--- src/rtl/sync_fifo_flags_if.sv ---
// sync_fifo_flags_if: handshake bundle between a producer/consumer pair and
// one sync_fifo_flags queue.
//   master : drives flush, wr_en, data_in, rd_en; observes data and status
//   slave  : the FIFO itself
// Parameters must match the ones given to the connected sync_fifo_flags.
interface sync_fifo_flags_if #(
  parameter int W_WIDTH   = 8,
  parameter int FIFO_SIZE = 64
);
  localparam int LW = $clog2(FIFO_SIZE + 1);

  logic               flush;
  logic               wr_en;
  logic [W_WIDTH-1:0] data_in;
  logic               rd_en;
  logic [W_WIDTH-1:0] data_out;
  logic               rd_valid;
  logic               empty;
  logic               full;
  logic               almost_empty;
  logic               almost_full;
  logic [LW-1:0]      level;
  logic               overflow;
  logic               underflow;

  modport master (
    output flush, wr_en, data_in, rd_en,
    input  data_out, rd_valid, empty, full, almost_empty, almost_full,
           level, overflow, underflow
  );

  modport slave (
    input  flush, wr_en, data_in, rd_en,
    output data_out, rd_valid, empty, full, almost_empty, almost_full,
           level, overflow, underflow
  );
endinterface

--- src/rtl/sync_fifo_flags.sv ---
// sync_fifo_flags: parametrised per-output-queue FIFO with occupancy count,
// threshold flags, sticky overflow/underflow errors and synchronous flush.
// Optional first-word-fall-through read mode (FWFT=1).
// Ports:
//   clk  - rising-edge clock
//   rst  - asynchronous reset, active-high
//   bus  - sync_fifo_flags_if.slave: flush, wr_en, data_in, rd_en in;
//          data_out, rd_valid, empty, full, almost_empty, almost_full,
//          level, overflow, underflow out
module sync_fifo_flags #(
  parameter int W_WIDTH   = 8,
  parameter int FIFO_SIZE = 64,
  parameter int AF_THRESH = FIFO_SIZE - 4,
  parameter int AE_THRESH = 4,
  parameter int FWFT      = 0
) (
  input  logic             clk,
  input  logic             rst,
  sync_fifo_flags_if.slave bus
);

  localparam int LW = $clog2(FIFO_SIZE + 1);
  localparam int PW = $clog2(FIFO_SIZE);

  localparam logic [LW-1:0] FULL_LVL = LW'(FIFO_SIZE);
  localparam logic [LW-1:0] AF_LVL   = LW'(AF_THRESH);
  localparam logic [LW-1:0] AE_LVL   = LW'(AE_THRESH);
  localparam logic [PW-1:0] LAST_PTR = PW'(FIFO_SIZE - 1);

  // Elaboration-time parameter legality.
  if (W_WIDTH < 1) begin : g_bad_width
    $error("sync_fifo_flags: W_WIDTH must be >= 1");
  end
  if (FIFO_SIZE < 2) begin : g_bad_size
    $error("sync_fifo_flags: FIFO_SIZE must be >= 2");
  end
  if (AF_THRESH < 0 || AF_THRESH > FIFO_SIZE) begin : g_bad_af
    $error("sync_fifo_flags: AF_THRESH outside 0..FIFO_SIZE");
  end
  if (AE_THRESH < 0 || AE_THRESH > FIFO_SIZE) begin : g_bad_ae
    $error("sync_fifo_flags: AE_THRESH outside 0..FIFO_SIZE");
  end

  logic [W_WIDTH-1:0] mem [FIFO_SIZE];
  logic [PW-1:0]      wr_ptr;
  logic [PW-1:0]      rd_ptr;
  logic [LW-1:0]      level_q;
  logic               overflow_q;
  logic               underflow_q;

  logic empty_w;
  logic full_w;
  logic rd_acc;
  logic wr_acc;

  // Explicit wrap so any depth works, not only powers of two.
  function automatic logic [PW-1:0] ptr_inc(input logic [PW-1:0] p);
    return (p == LAST_PTR) ? '0 : p + 1'b1;
  endfunction

  assign empty_w = (level_q == '0);
  assign full_w  = (level_q == FULL_LVL);

  // A pop frees the slot this edge, so a full FIFO still takes a write.
  assign rd_acc = bus.rd_en && !empty_w;
  assign wr_acc = bus.wr_en && (!full_w || rd_acc);

  always_ff @(posedge clk or posedge rst) begin
    if (rst) begin
      wr_ptr      <= '0;
      rd_ptr      <= '0;
      level_q     <= '0;
      overflow_q  <= 1'b0;
      underflow_q <= 1'b0;
    end else if (bus.flush) begin
      wr_ptr      <= '0;
      rd_ptr      <= '0;
      level_q     <= '0;
      overflow_q  <= 1'b0;
      underflow_q <= 1'b0;
    end else begin
      if (wr_acc) wr_ptr <= ptr_inc(wr_ptr);
      if (rd_acc) rd_ptr <= ptr_inc(rd_ptr);
      unique case ({wr_acc, rd_acc})
        2'b10:   level_q <= level_q + 1'b1;
        2'b01:   level_q <= level_q - 1'b1;
        default: level_q <= level_q;
      endcase
      if (bus.wr_en && !wr_acc) overflow_q  <= 1'b1;
      if (bus.rd_en && empty_w) underflow_q <= 1'b1;
    end
  end

  // Storage is deliberately not reset.
  always_ff @(posedge clk) begin
    if (!rst && !bus.flush && wr_acc) mem[wr_ptr] <= bus.data_in;
  end

  if (FWFT == 0) begin : g_std_read
    logic [W_WIDTH-1:0] dout_q;
    logic               rvalid_q;

    always_ff @(posedge clk or posedge rst) begin
      if (rst) begin
        dout_q   <= '0;
        rvalid_q <= 1'b0;
      end else if (bus.flush) begin
        rvalid_q <= 1'b0;
      end else begin
        rvalid_q <= rd_acc;
        if (rd_acc) dout_q <= mem[rd_ptr];
      end
    end

    assign bus.data_out = dout_q;
    assign bus.rd_valid = rvalid_q;
  end else begin : g_fwft_read
    // Head word is shown directly; masked to zero while empty so stale
    // storage never leaks out after reset or flush.
    assign bus.data_out = empty_w ? '0 : mem[rd_ptr];
    assign bus.rd_valid = !empty_w;
  end

  assign bus.empty        = empty_w;
  assign bus.full         = full_w;
  assign bus.almost_empty = (level_q <= AE_LVL);
  assign bus.almost_full  = (level_q >= AF_LVL);
  assign bus.level        = level_q;
  assign bus.overflow     = overflow_q;
  assign bus.underflow    = underflow_q;

endmodule

--- src/flat_wrapper.sv ---
// flat-port wrapper written by rule: the top's interface ports become plain ports
module sync_fifo_flags_flat 
#(
  parameter int W_WIDTH   = 8,
  parameter int FIFO_SIZE = 64,
  parameter int AF_THRESH = FIFO_SIZE - 4,
  parameter int AE_THRESH = 4,
  parameter int FWFT      = 0
)
  (clk, rst, bus_flush, bus_wr_en, bus_data_in, bus_rd_en, bus_data_out, bus_rd_valid, bus_empty, bus_full, bus_almost_empty, bus_almost_full, bus_level, bus_overflow, bus_underflow);
  sync_fifo_flags_if #(.W_WIDTH(W_WIDTH), .FIFO_SIZE(FIFO_SIZE)) bus_i ();
  input  logic clk;
  input  logic rst;
  input wire logic [$bits(bus_i.flush)-1:0] bus_flush;
  input wire logic [$bits(bus_i.wr_en)-1:0] bus_wr_en;
  input wire logic [$bits(bus_i.data_in)-1:0] bus_data_in;
  input wire logic [$bits(bus_i.rd_en)-1:0] bus_rd_en;
  output wire logic [$bits(bus_i.data_out)-1:0] bus_data_out;
  output wire logic [$bits(bus_i.rd_valid)-1:0] bus_rd_valid;
  output wire logic [$bits(bus_i.empty)-1:0] bus_empty;
  output wire logic [$bits(bus_i.full)-1:0] bus_full;
  output wire logic [$bits(bus_i.almost_empty)-1:0] bus_almost_empty;
  output wire logic [$bits(bus_i.almost_full)-1:0] bus_almost_full;
  output wire logic [$bits(bus_i.level)-1:0] bus_level;
  output wire logic [$bits(bus_i.overflow)-1:0] bus_overflow;
  output wire logic [$bits(bus_i.underflow)-1:0] bus_underflow;
  assign bus_i.flush = bus_flush;
  assign bus_i.wr_en = bus_wr_en;
  assign bus_i.data_in = bus_data_in;
  assign bus_i.rd_en = bus_rd_en;
  assign bus_data_out = bus_i.data_out;
  assign bus_rd_valid = bus_i.rd_valid;
  assign bus_empty = bus_i.empty;
  assign bus_full = bus_i.full;
  assign bus_almost_empty = bus_i.almost_empty;
  assign bus_almost_full = bus_i.almost_full;
  assign bus_level = bus_i.level;
  assign bus_overflow = bus_i.overflow;
  assign bus_underflow = bus_i.underflow;
  sync_fifo_flags #(.W_WIDTH(W_WIDTH), .FIFO_SIZE(FIFO_SIZE), .AF_THRESH(AF_THRESH), .AE_THRESH(AE_THRESH), .FWFT(FWFT)) u_core (.clk(clk), .rst(rst), .bus(bus_i));
endmodule
--- config.mk ---
export PLATFORM = sky130hd
export DESIGN_NAME = sync_fifo_flags_flat
export DESIGN_NICKNAME = d
export VERILOG_FILES = /design/src/rtl/sync_fifo_flags_if.sv /design/src/rtl/sync_fifo_flags.sv /design/src/flat_wrapper.sv
export SDC_FILE = /design/constraint.sdc
export NUM_CORES = 1
export LEC_CHECK = 0
export ABC_CLOCK_PERIOD_IN_PS = 2730
export BUFFER_PORTS_ARGS = -buffer_cell sky130_fd_sc_hd__buf_4
export CAP_MARGIN = 20
export CORE_MARGIN = 3
export CORE_UTILIZATION = 40
export DETAILED_ROUTE_END_ITERATION = 6
export GPL_ROUTABILITY_DRIVEN = 0
export PLACE_DENSITY = 0.62
export SYNTH_ARGS = -nofsm -noshare
export SYNTH_HDL_FRONTEND = slang
export SYNTH_SLANG_ARGS = --single-unit
--- constraint.sdc ---
create_clock -name clk -period 2.73 [get_ports clk]
set_clock_uncertainty 0.1 [all_clocks]
set_input_delay 0.4095 -clock clk [delete_from_list [all_inputs] [get_ports clk]]
set_output_delay 0.4095 -clock clk [all_outputs]
set_load 0.05 [all_outputs]
==> summary.md, run 1 <==
## Status
* run status: finished clean

## Synthesis
* count of different cell masters after synthesis: 58
* fraction of the yosys area taken by sequential cells: 74.98%
* share of synthesized registers carrying an async set or reset: 5.535%
* number of warnings issued by yosys: 0
* flip-flop cell with the highest count after synthesis: edfxtp_1
* number of standard cells after synthesis: 1107
* number of flip-flops and latches in the synthesized netlist: 542
* combined area of all synthesized cells: 21510 um2
* post-synthesis average cell area: 19.43 um2
* count of flip-flops with a built-in enable after synthesis: 512
* number of nets produced by synthesis: 1128

## Power and ir drop
* power dissipated by switching net loads: 0.005374 W
* power density over the cells: 811.5 nW/um2
* fraction of power consumed by sequential logic: 46.4%
* internal power contribution: 0.01487 W
* leakage power figure: 7.959 nW
* part of the total power dissipated in combinational logic: 18.8%
* switching power share of the total: 26.54%
* highest ir drop seen on vdd: 0.5803 mV
* part of the power in the clock network: 34.8%

## Route
* total routed wirelength: 48850 um
* routed vias: 10.95k
* Residual DRC: 0
* antenna-violating nets left: 0
* number of optimization iterations in the first detailed-route pass: 5
* post-DR vias/cell: 5.592
* DRT iter0 DRCs: 816
* final routed wire length divided by cell count: 24.95 um

## Finish
* post-layout instance area: 24950 um2
* fraction of layout cells with a size suffix above 1: 28.43%
* # diodes: 0
* Multi-input gate area: 5139 um2
* nets@finish: 1247
* signed area change from the synthesized netlist to the final layout: 16.01%
* area taken by flip-flops and latches: 16140 um2
* number of inserted filler cells in the final layout: 4332

## Worst setup path
* count of buffer and inverter cells on the critical path: 1
* Largest delay share family, worst path: simple AND/OR/NAND/NOR gates
* critical path cell sequence: or3_4 > o31ai_4 > or2b_4 > inv_6 > ha_4 > nor2b_4 > o21a_4 > o21a_1 > nor3_2 > a211oi_2 > o31ai_1
* type of destination of the critical path: register
* Startpoint Class: register
* maximum fanout along the worst path: 7
* Critical Path AT: 3.08 ns
* crit path kind: register to register
* Required @ worst endpoint: 3.13 ns
* largest stage delay on the critical path: 0.40 ns
* highest-delay cell along the critical path: dfrtp_2

## Placement
* sum of net half-perimeters after detailed placement: 29470 um
* number of input and output port buffers inserted: 34
* area after detailed placement: 23210 um2
* pre-CTS setup slack: 0.05375 ns

## Timing
* worst hold margin: 0.2739 ns
* Fmax achieved: 373.6 MHz
* RSZ-0062 raised after global routing: true
* actual slew at the worst max-slew pin: 0.9215 ns
* Slew HR: 38.34%
* max-slew violation count: 0
* number of hold violations in the final report: 0
* Final setup violation count: 0
* setup total negative slack: 0 ns
* final critical-path share of the clock period: 98.06%
* post-route worst setup slack: 0.05308 ns
* final critical path time including I/O delays and setup: 2.677 ns

## Global routing
* total routing resource utilization after global routing: 17.64%
* first-pass GRT wire length: 73750 um
* total grt overflow: 0
* pin count of the biggest net entering global routing: 65
* initial antenna violation count: 0
* vias in the first global route: 11.35k

## Clock network
* Worst-path clk slew: 0.06 ns
* H-tree Lvls: 2
* Num CTS Buffers: 54
* clk_lat worst skew: 0.61 ns
* clk sinks: 542
* TritonCTS clock tree: built
* clock buffer depth: 3
* Root Buffer Master: clkbuf_16

## Run
* number of max-cap violations: 0

## Floorplan
* io pins: 35
* DIE WIDTH: 237.9 um
* floorplan core area: 52870 um2
* number of rows created at floorplan: 84
* height of the die: 237.9 um
* die footprint: 56580 um2
* Starting Density: 40.68%

## Min path
* kind of path behind the tightest hold check: primary input to register

## cells by family (layout without fill, tap and decap cells)
family | after synthesis | count (layout) | share of synthesized area, %
adder cells (fa/ha/maj) | 8 | 8 | 0.5003
AND/OR/NAND/NOR | 223 | 223 | 4.585
multiplexers | 160 | 160 | 14.98
buffers and inverters | 69 | 232 | 1.437
flip-flops | 542 | 542 | 74.98
AO/OA/AOI/OAI | 99 | 99 | 3.270
XOR/XNOR | 6 | 6 | 0.2444
## Yosys cell counts (4+ instances only)
cell type,instances,share of area (%)
edfxtp_1,512,71
mux4_2,128,13
nor2_1,92,1.6
nand2_1,64,1.1
clkbuf_1,31,0.54
dfrtp_1,30,3.5
nor3_1,19,0.44
mux2i_1,17,0.79
buf_2,16,0.37
o22ai_1,15,0.44
a21oi_1,11,0.26
nand3_1,11,0.26
a211oi_1,10,0.35
mux2_2,10,0.52
inv_1,9,0.16
o21ai_0,9,0.21
o21ai_1,9,0.21
a31oi_1,8,0.23
buf_4,8,0.28
ha_1,7,0.41
nand4_1,7,0.20
nor2b_1,6,0.17
a221o_1,5,0.23
mux2_1,5,0.26
o31ai_1,5,0.17
a21o_1,4,0.14
and2_1,4,0.12
xor2_1,4,0.16
## metrics by stage
stage	instances	total power [W]	utilization, %
2_1_floorplan	1107	0.01203	-
3_3_place_gp	1853	0.01335	43.90
3_5_place_dp	1853	0.01340	43.90
4_1_cts	1957	0.02045	47.16
5_1_grt	1958	0.02102	47.19
6_report	1958	0.02025	47.19
## layout by cell type, fill, tap and decap left out, types with 10 or more instances in the layout
master | netlist | final
clkinv_1 | 0 | 13
edfxtp_1 | 512 | 512
clkbuf_16 | 0 | 55
nand2_1 | 64 | 64
o22ai_1 | 15 | 15
nand3_1 | 11 | 11
buf_4 | 8 | 104
clkbuf_1 | 31 | 12
mux2i_1 | 17 | 17
clkinv_2 | 0 | 11
a211oi_1 | 10 | 10
nor2_1 | 92 | 90
buf_12 | 0 | 13
mux4_2 | 128 | 128
a21oi_1 | 11 | 10
dfrtp_1 | 30 | 22
mux2_2 | 10 | 10
nor3_1 | 19 | 17
## sequential cells by signal (all words and copies together) (netlist names)
name / flops
u_core.bus.overflow: 1
u_core.bus.underflow: 1
u_core.mem: 512
u_core.wr_ptr: 6
u_core.rd_ptr: 6
u_core.bus.data_out: 8
u_core.bus.rd_valid: 1
u_core.bus.level: 7
## power by group through the flow
stage	clock (W)	sequential (W)	combinational [W]
finish	0.00704	0.00940	0.00381
global route	0.00755	0.00941	0.00406
CTS	0.00720	0.00940	0.00384
detailed placement	0	0.00957	0.00382
global placement	0	0.00957	0.00378
floorplan	0	0.00989	0.00214
## per-layer routing
layer	track usage (%)	routed length (um)	share of wire, %
met3	2.670	2686	5.5
met2	28.76	23610	48
met5	0	0	0
met1	24.89	21380	44
met4	5.291	1172	2.4
## what timing repair did
item,CTS,global route
hold buffers,4,0
buffers inserted,0,1
hold endpoints to repair,17,0
setup endpoints to repair,0,1
resized for setup,0,4
## final timing paths
path,endpoint,from,cells after the start,slack (ns)
worst max register to register,u_core.bus.level[6]$_DFFE_PP0P_,u_core.bus.level[1]$_DFFE_PP0P_,11,0.05
worst min-delay path,u_core.mem[35][4]$_DFFE_PP_,bus_data_in[4],1,0.27
worst min register to register,u_core.bus.overflow$_DFFE_PP0P_,u_core.bus.overflow$_DFFE_PP0P_,2,0.41
worst max-delay path,u_core.bus.level[6]$_DFFE_PP0P_,u_core.bus.level[1]$_DFFE_PP0P_,11,0.05
max in group asynchronous,u_core.rd_ptr[0]$_DFFE_PP0P_,rst,4,1.54
min in group asynchronous,u_core.bus.level[1]$_DFFE_PP0P_,rst,3,0.31
## cell type report
cell class / instances / share of cell area [%]
inverter: 11 / 0.1856
timing repair buffer: 121 / 4.333
clock inverter: 33 / 1.043
sequential: 542 / 64.69
multi-input combinational: 496 / 20.60
tap: 688 / 3.450
clock buffer: 67 / 5.697
Power figures use the tool's default switching activity.
==> run 2: changes to the inputs <==
Settings changed: ABC_CLOCK_PERIOD_IN_PS 2730 to 2100, RECOVER_POWER from default to 100.
Clock period 2.73 ns to 2.1 ns, I/O delays scaled along.
==> run 2 against run 1 <==
  * The flow now finishes with violations (setup timing)
  * Worst setup slack got worse by 0.65 ns
  * Worst hold slack got worse by 0.14 ns
  * Maximum frequency decreased by 0.64%
  * Sequential cell count unchanged
  * Routed wire length increased by 4.8%
  * Combinational power increased by 72%
  * Largest cell class unchanged
  * Design area increased by 9.2%
==> summary.md, run 2 (synthesized netlist as in run 1, its figures left out) <==
## Placement
* sum of net half-perimeters after detailed placement: 31550 um, +7.1%
* number of input and output port buffers inserted: 34, unchanged
* area after detailed placement: 23900 um2, +3.0%
* post-placement cell count: 1911, +3.1%

## Global routing
* initial antenna violation count: 0, unchanged
* vias in the first global route: 11.88k, +4.7%
* first-pass GRT wire length: 77450 um, +5.0%
* total routing resource utilization after global routing: 18.36%, +0.72 points
* total grt overflow: 0, unchanged
* pin count of the biggest net entering global routing: 65, unchanged

## Clock network
* Worst-path clk slew: 0.06 ns, about the same
* H-tree Lvls: 2, unchanged
* Num CTS Buffers: 56, +3.7%
* clk_lat worst skew: 0.60 ns, about the same
* Root Buffer Master: clkbuf_16
* clk sinks: 542, unchanged
* TritonCTS clock tree: built
* clock buffer depth: 3, unchanged

## Route
* routed vias: 11.42k, +4.3%
* total routed wirelength: 51200 um, +4.8%
* final routed wire length divided by cell count: 24.77 um, -0.71%
* number of optimization iterations in the first detailed-route pass: 5, unchanged
* post-DR vias/cell: 5.523, -1.2%
* DRT iter0 DRCs: 1087, +33%
* Residual DRC: 0, unchanged
* antenna-violating nets left: 0, unchanged

## Finish
* signed area change from the synthesized netlist to the final layout: 26.66%
* commonest cells after routing, fill and taps aside: edfxtp_1 (512), mux4_2 (128), buf_4 (114), nor2_4 (66), nand2_1 (58)
* max FFs per register: 512, unchanged
* Largest Register: u_core.mem
* post-layout util: 51.53%, +4.3 points
* most common library cell in the layout ignoring fill and taps: edfxtp_1
* # diodes: 0, unchanged
* fraction of layout cells with a size suffix above 1: 42.57%, +14 points
* post-layout instance area: 27240 um2, +9.2%
* nets@finish: 1352, +8.4%
* count of placed standard cells in the final layout, fillers left out: 2067, +5.6%

## Timing
* worst hold margin: 0.1373 ns, -0.1366 ns
* final critical-path share of the clock period: 128.3%, +30 points
* RSZ-0062 raised after global routing: true
* Final setup violation count: 539, +539
* Slew HR: 1.189%, -37 points
* Fmax achieved: 371.2 MHz, -0.64%
* final critical path time including I/O delays and setup: 2.694 ns, +0.01729 ns
* post-route worst setup slack: -0.5942 ns, -0.6473 ns
* max-slew violation count: 0, unchanged
* actual slew at the worst max-slew pin: 1.482 ns, +0.5606 ns
* number of hold violations in the final report: 0, unchanged

## Floorplan
* die footprint: 56580 um2, unchanged
* number of rows created at floorplan: 84, unchanged
* Starting Density: 40.68%, unchanged
* height of the die: 237.9 um, unchanged
* floorplan core area: 52870 um2, unchanged
* io pins: 35, unchanged
* DIE WIDTH: 237.9 um, unchanged

## Power and ir drop
* power density over the cells: 1076 nW/um2, +33%
* leakage power figure: 8.846 nW, +11%
* Pwr Total: 0.02931 W, +45%
* highest ir drop seen on vdd: 0.6731 mV, +16%

## Min path
* kind of path behind the tightest hold check: primary input to register
* worst hold stages: 3, +2
* Worst Hold Launch: bus_flush
* endpoint of the worst hold-timing path: u_core.wr_ptr[0]$_DFFE_PP0P_

## Worst setup path
* Startpoint Class: register
* type of destination of the critical path: register
* Required @ worst endpoint: 2.50 ns, -0.63 ns
* cell depth of the worst flop-to-flop path: 11, unchanged
* Critical R2R Launch: u_core.bus.level[1]$_DFFE_PP0P_
* Reg2Reg Setup Slack: -0.59 ns, -0.65 ns
* crit path kind: register to register
* maximum fanout along the worst path: 6, -1
* FF-to-FF End: u_core.bus.level[6]$_DFFE_PP0P_
* Critical Path AT: 3.09 ns, about the same

## Status
* run status: complete, but fails checks
* violated checks: setup timing

## Run
* number of max-cap violations: 0, unchanged

-- run 2: cell count changes in the layout (fill, tap and decap cells not counted), moves of 14 or more --
cell and change:
buf_12 +14, buf_6 +37, clkbuf_2 +21, nor2_1 -66, nor2_4 +66
-- run 2: area by class of cell --
cell class,count,area [um2]
Clock buffer,60,1416
Timing Repair Buffer,224,2273
Multi-Input combinational cell,496,5934
Clock inverter,46,566.8
Sequential cell,542,16140
Inverter,11,46.29
Fill cell,4142,25630
Tap cell,688,860.8
-- run 2: worst max path at each step --
stage	from	end	slack, ns	cells past startpoint
6_report	u_core.bus.level[1]$_DFFE_PP0P_	u_core.bus.level[6]$_DFFE_PP0P_	-0.59	11
5_1_grt	u_core.bus.level[1]$_DFFE_PP0P_	u_core.bus.level[6]$_DFFE_PP0P_	-0.70	12
4_1_cts	u_core.bus.level[2]$_DFFE_PP0P_	u_core.bus.level[6]$_DFFE_PP0P_	-0.59	12
3_5_place_dp	u_core.bus.level[2]$_DFFE_PP0P_	u_core.bus.level[6]$_DFFE_PP0P_	-0.65	11
3_3_place_gp	u_core.bus.level[2]$_DFFE_PP0P_	u_core.bus.level[6]$_DFFE_PP0P_	-0.54	11
2_1_floorplan	u_core.bus.level[2]$_DFFE_PP0P_	u_core.bus.level[5]$_DFFE_PP0P_	-0.79	11
-- run 2: critical path, cell delays in order, from the launching register on --
cell,delay (ns)
dfrtp_2,0.40
or3_4,0.40
o31ai_4,0.23
or2b_4,0.19
inv_6,0.05
ha_4,0.20
nor2b_4,0.12
o21a_1,0.20
o21a_1,0.21
nor3_2,0.24
a211oi_2,0.06
o31ai_1,0.20
-- run 2: timing repair --
action	4_1_cts	5_1_grt
resized for setup	189	43
endpoints found under the hold margin	33	0
hold buffers	4	0
setup endpoints to repair	532	535
pin swaps	51	55
buffers inserted	29	15
gates cloned	6	0
-- run 2: power breakdown --
group / leakage (nW) / switching, W / total, W / internal, W
clock: 0.972 / 0.00418 / 0.0106 / 0.00638
combinational: 2.89 / 0.00331 / 0.00654 / 0.00323
sequential: 4.98 / 0.000195 / 0.0122 / 0.0120
-- run 2: per-layer routing --
| layer | routed length [um] | global-route usage (%) |
|---|---|---|
| met1 | 22350 | 25.58 |
| met4 | 1142 | 5.125 |
| met3 | 2168 | 2.739 |
| met2 | 25540 | 30.52 |
| met5 | 0 | 0 |
-- run 2: per-stage QoR --
stage                     TNS (ns)  setup WS (ns)
after floorplan            -263.22        -0.7949
after global placement     -145.18        -0.5438
after detailed placement   -159.33        -0.6477
after CTS                   -60.10        -0.5930
after global routing       -188.15        -0.6988
final                      -158.28        -0.5942
==> run 3: changes to the inputs <==
Settings changed: ABC_AREA from default to 1.
==> run 3 against run 2 <==
  * The flow finishes with violations (capacitance limit, slew limit, setup timing)
  * Synthesized cell count up 78%
  * Cell count up 40%
  * Largest cell class unchanged
  * Sequential power about the same
  * Worst hold slack worse by 0.044 ns
  * Die area up 4.8%
==> summary.md, run 3 <==
## Finish
* commonest cells after routing, fill and taps aside: nand2_1 (535), edfxtp_1 (512), nand3_1 (330), nor2_1 (99), nor2_4 (72)
* count of placed standard cells in the final layout, fillers left out: 2884, +40%
* Multi-input gate area: 6674 um2, +12%
* nets@finish: 2115, +56%
* fraction of layout cells with a size suffix above 1: 21.30%, -21 points
* Largest Register: u_core.mem
* area taken by flip-flops and latches: 16140 um2, about the same
* number of inserted filler cells in the final layout: 4715, +14%
* post-layout instance area: 27810 um2, +2.1%
* most common library cell in the layout ignoring fill and taps: nand2_1
* signed area change from the synthesized netlist to the final layout: 23.21%
* max FFs per register: 512, unchanged
* # diodes: 0, unchanged

## Synthesis
* combined area of all synthesized cells: 22570 um2, +5.0%
* count of different cell masters after synthesis: 37, -36%
* number of nets produced by synthesis: 1986, +76%
* synth top area cells: edfxtp_1 (68%), nand2_1 (9.3%), nand3_1 (8.8%), dfrtp_1 (3.3%), nor2_1 (2.9%)
* fraction of synthesized cell area taken by the top area cell type: 68.12%, -3.4 points
* count of flip-flops with a built-in enable after synthesis: 512, unchanged
* post-synthesis average cell area: 11.49 um2, -41%
* number of warnings issued by yosys: 0, unchanged
* Yosys top cell by area: edfxtp_1
* number of flip-flops and latches in the synthesized netlist: 542, unchanged
* cell with the most instances after synthesis: nand2_1
* share of synthesized registers carrying an async set or reset: 5.535%, unchanged
* flip-flop cell with the highest count after synthesis: edfxtp_1
* number of standard cells after synthesis: 1965, +78%
* fraction of the yosys area taken by sequential cells: 71.44%, -3.5 points
* most frequent cells after synthesis: nand2_1 (561), edfxtp_1 (512), nand3_1 (396)

## Global routing
* total routing resource utilization after global routing: 19.89%, +1.5 points
* first-pass GRT wire length: 90720 um, +17%
* pin count of the biggest net entering global routing: 68, +4.6%
* total grt overflow: 0, unchanged
* vias in the first global route: 14.96k, +26%
* initial antenna violation count: 1, +1

## Route
* met1 WL: 26150 um, +17%
* wire length on met2: 30380 um, +19%
* final routed wire length divided by cell count: 22.02 um, -11%
* topmost layer with routed signal wires: met5
* routed wl met3: 5295 um, +140%
* DRT iter0 DRCs: 1889, +74%
* post-DR vias/cell: 5.455, -1.2%
* antenna-violating nets left: 0, unchanged
* number of optimization iterations in the first detailed-route pass: 5, unchanged
* routed vias: 15.73k, +38%
* Residual DRC: 0, unchanged
* total routed wirelength: 63510 um, +24%

## Worst setup path
* Reg2Reg Setup Slack: -0.03 ns, +0.56 ns
* Startpoint Class: register
* Critical Path AT: 1.72 ns, -1.37 ns
* crit path kind: register to primary output
* Critical R2R Launch: u_core.bus.level[5]$_DFFE_PP0P_
* largest stage delay on the critical path: 0.42 ns, +0.02 ns
* type of destination of the critical path: primary output
* maximum fanout along the worst path: 3, -3
* Required @ worst endpoint: 1.68 ns, -0.82 ns
* FF-to-FF End: u_core.bus.level[6]$_DFFE_PP0P_
* cell depth of the worst flop-to-flop path: 13, +2
* highest-delay cell along the critical path: dfrtp_2
* critical path cell sequence: nor2_4 > nand3_2 > nor2_4 > buf_6 > buf_8
* Most common cell on crit path: nor2_4

## Timing
* Slew HR: -38.70%, -40 points
* RSZ-0062 raised after global routing: true
* actual slew at the worst max-slew pin: 2.080 ns, +0.5983 ns
* final critical path time including I/O delays and setup: 2.137 ns, -0.5576 ns
* max-slew violation count: 330, +330
* number of hold violations in the final report: 0, unchanged
* final critical-path share of the clock period: 101.7%, -27 points
* Final setup violation count: 59, -89%
* Fmax achieved: 468.0 MHz, +26%
* post-route worst setup slack: -0.03665 ns, +0.5576 ns

## Status
* run status: complete, but fails checks
* violated checks: capacitance limit, slew limit, setup timing

## Placement
* sum of net half-perimeters after detailed placement: 34660 um, +9.9%
* post-placement cell count: 2737, +43%
* area after detailed placement: 24910 um2, +4.2%
* number of input and output port buffers inserted: 34, unchanged

## Floorplan
* io pins: 35, unchanged
* height of the die: 243.6 um, +2.4%
* floorplan core area: 55420 um2, +4.8%
* Starting Density: 40.73%, +0.052 points
* DIE WIDTH: 243.6 um, +2.4%
* die footprint: 59320 um2, +4.8%
* number of rows created at floorplan: 86, +2.4%

## Power and ir drop
* highest ir drop seen on vdd: 0.8333 mV, +24%
* leakage power figure: 9.897 nW, +12%
* power density over the cells: 1139 nW/um2, +5.9%

## Clock network
* clk sinks: 542, unchanged
* clk_lat worst skew: 0.62 ns, +0.02 ns
* Root Buffer Master: clkbuf_16
* H-tree Lvls: 2, unchanged
* TritonCTS clock tree: built
* clock buffer depth: 3, unchanged
* Worst-path clk slew: 0.06 ns, about the same
* Num CTS Buffers: 55, -1.8%

## Min path
* Worst Hold Launch: bus_wr_en
* worst hold stages: 4, +1
* endpoint of the worst hold-timing path: u_core.bus.overflow$_DFFE_PP0P_
* kind of path behind the tightest hold check: primary input to register

## Run
* number of max-cap violations: 6, +6

run 3: changes by cell type after synthesis, sizes merged, moves of 17 or more:
| cell | previous run | this run |
|---|---|---|
| nand2 | 64 | 565 |
| nand3 | 11 | 400 |
| mux4 | 128 | 0 |
| nor2 | 92 | 176 |
| buf | 27 | 87 |
| o21ai | 18 | 71 |
| inv | 11 | 40 |
| mux2i | 17 | 0 |
run 3: worst max path at each step:
stage,startpoint,end,slack (ns),cells after the start
3_5_place_dp,u_core.bus.level[6]$_DFFE_PP0P_,u_core.bus.level[6]$_DFFE_PP0P_,-0.13,14
3_3_place_gp,u_core.bus.level[6]$_DFFE_PP0P_,u_core.bus.level[6]$_DFFE_PP0P_,-0.10,14
6_report,u_core.bus.level[5]$_DFFE_PP0P_,bus_empty,-0.04,5
5_1_grt,u_core.bus.level[5]$_DFFE_PP0P_,u_core.bus.level[6]$_DFFE_PP0P_,-0.16,13
2_1_floorplan,u_core.bus.level[4]$_DFFE_PP0P_,u_core.bus.level[6]$_DFFE_PP0P_,-0.33,13
4_1_cts,u_core.bus.level[5]$_DFFE_PP0P_,bus_empty,-0.05,5
run 3: metal layers:
layer / GRT usage, % / up-vias
met1: 27.70 / 7788
li1: - / 7175
met5: 0 / -
met3: 3.775 / 113
met2: 31.90 / 654
met4: 6.010 / 2
run 3: logic make-up after synthesis:
kind of cell             Yosys count  synth area share (%)
AND/OR/NAND/NOR                 1153                 21.93
XOR/XNOR                           5                0.1940
AO/OA/AOI/OAI                    101                 2.556
adder cells (fa/ha/maj)            8                0.4767
flip-flops                       542                 71.44
buffers and inverters            156                 3.398
run 3: repair_timing:
| action | CTS | global route |
|---|---|---|
| setup endpoints to repair | 55 | 338 |
| pin swaps | 8 | 45 |
| hold endpoints to repair | 48 | 0 |
| resized for setup | 21 | 138 |
| hold buffers | 5 | 0 |
| setup buffers | 6 | 14 |
| gates cloned | 3 | 20 |
run 3: stage by stage:
step	setup WS (ns)	hold WS, ns	setup TNS (ns)	total power (W)	utilization [%]
2_1_floorplan	-0.3338	0.1465	-78.06	0.01763	-
6_report	-0.03665	0.09299	-0.6291	0.03168	50.19
4_1_cts	-0.05009	0.003470	-0.1024	0.03013	48.60
3_5_place_dp	-0.1278	0.4017	-1.306	0.02034	44.95
3_3_place_gp	-0.1027	0.3894	-0.1027	0.02024	44.95
5_1_grt	-0.1566	0.1048	-26.28	0.03304	50.19
run 3: critical path, delay by kind of cell (launching register included):
| kind | cells | cell delay (ns) |
|---|---|---|
| buffers and inverters | 2 | 0.26 |
| flip-flops | 1 | 0.42 |
| AND/OR/NAND/NOR | 3 | 0.42 |
run 3: report_power, final:
| part | switching [W] | internal, W | leakage, nW | total, W |
|---|---|---|---|---|
| Combinational | 0.00633 | 0.00367 | 4.08 | 0.0100 |
| Clock | 0.00409 | 0.00534 | 0.835 | 0.00942 |
| Sequential | 0.000225 | 0.0120 | 4.98 | 0.0123 |
run 3: layout make-up:
| class | count | share of cell area [%] |
|---|---|---|
| clock inverter | 34 | 0.9583 |
| clock buffer | 65 | 5.160 |
| timing repair inverter | 2 | 0.09898 |
| timing repair buffer | 184 | 7.689 |
| sequential | 542 | 58.05 |
| multi-input combinational | 1267 | 24.00 |
| tap | 748 | 3.365 |
| inverter | 42 | 0.6839 |
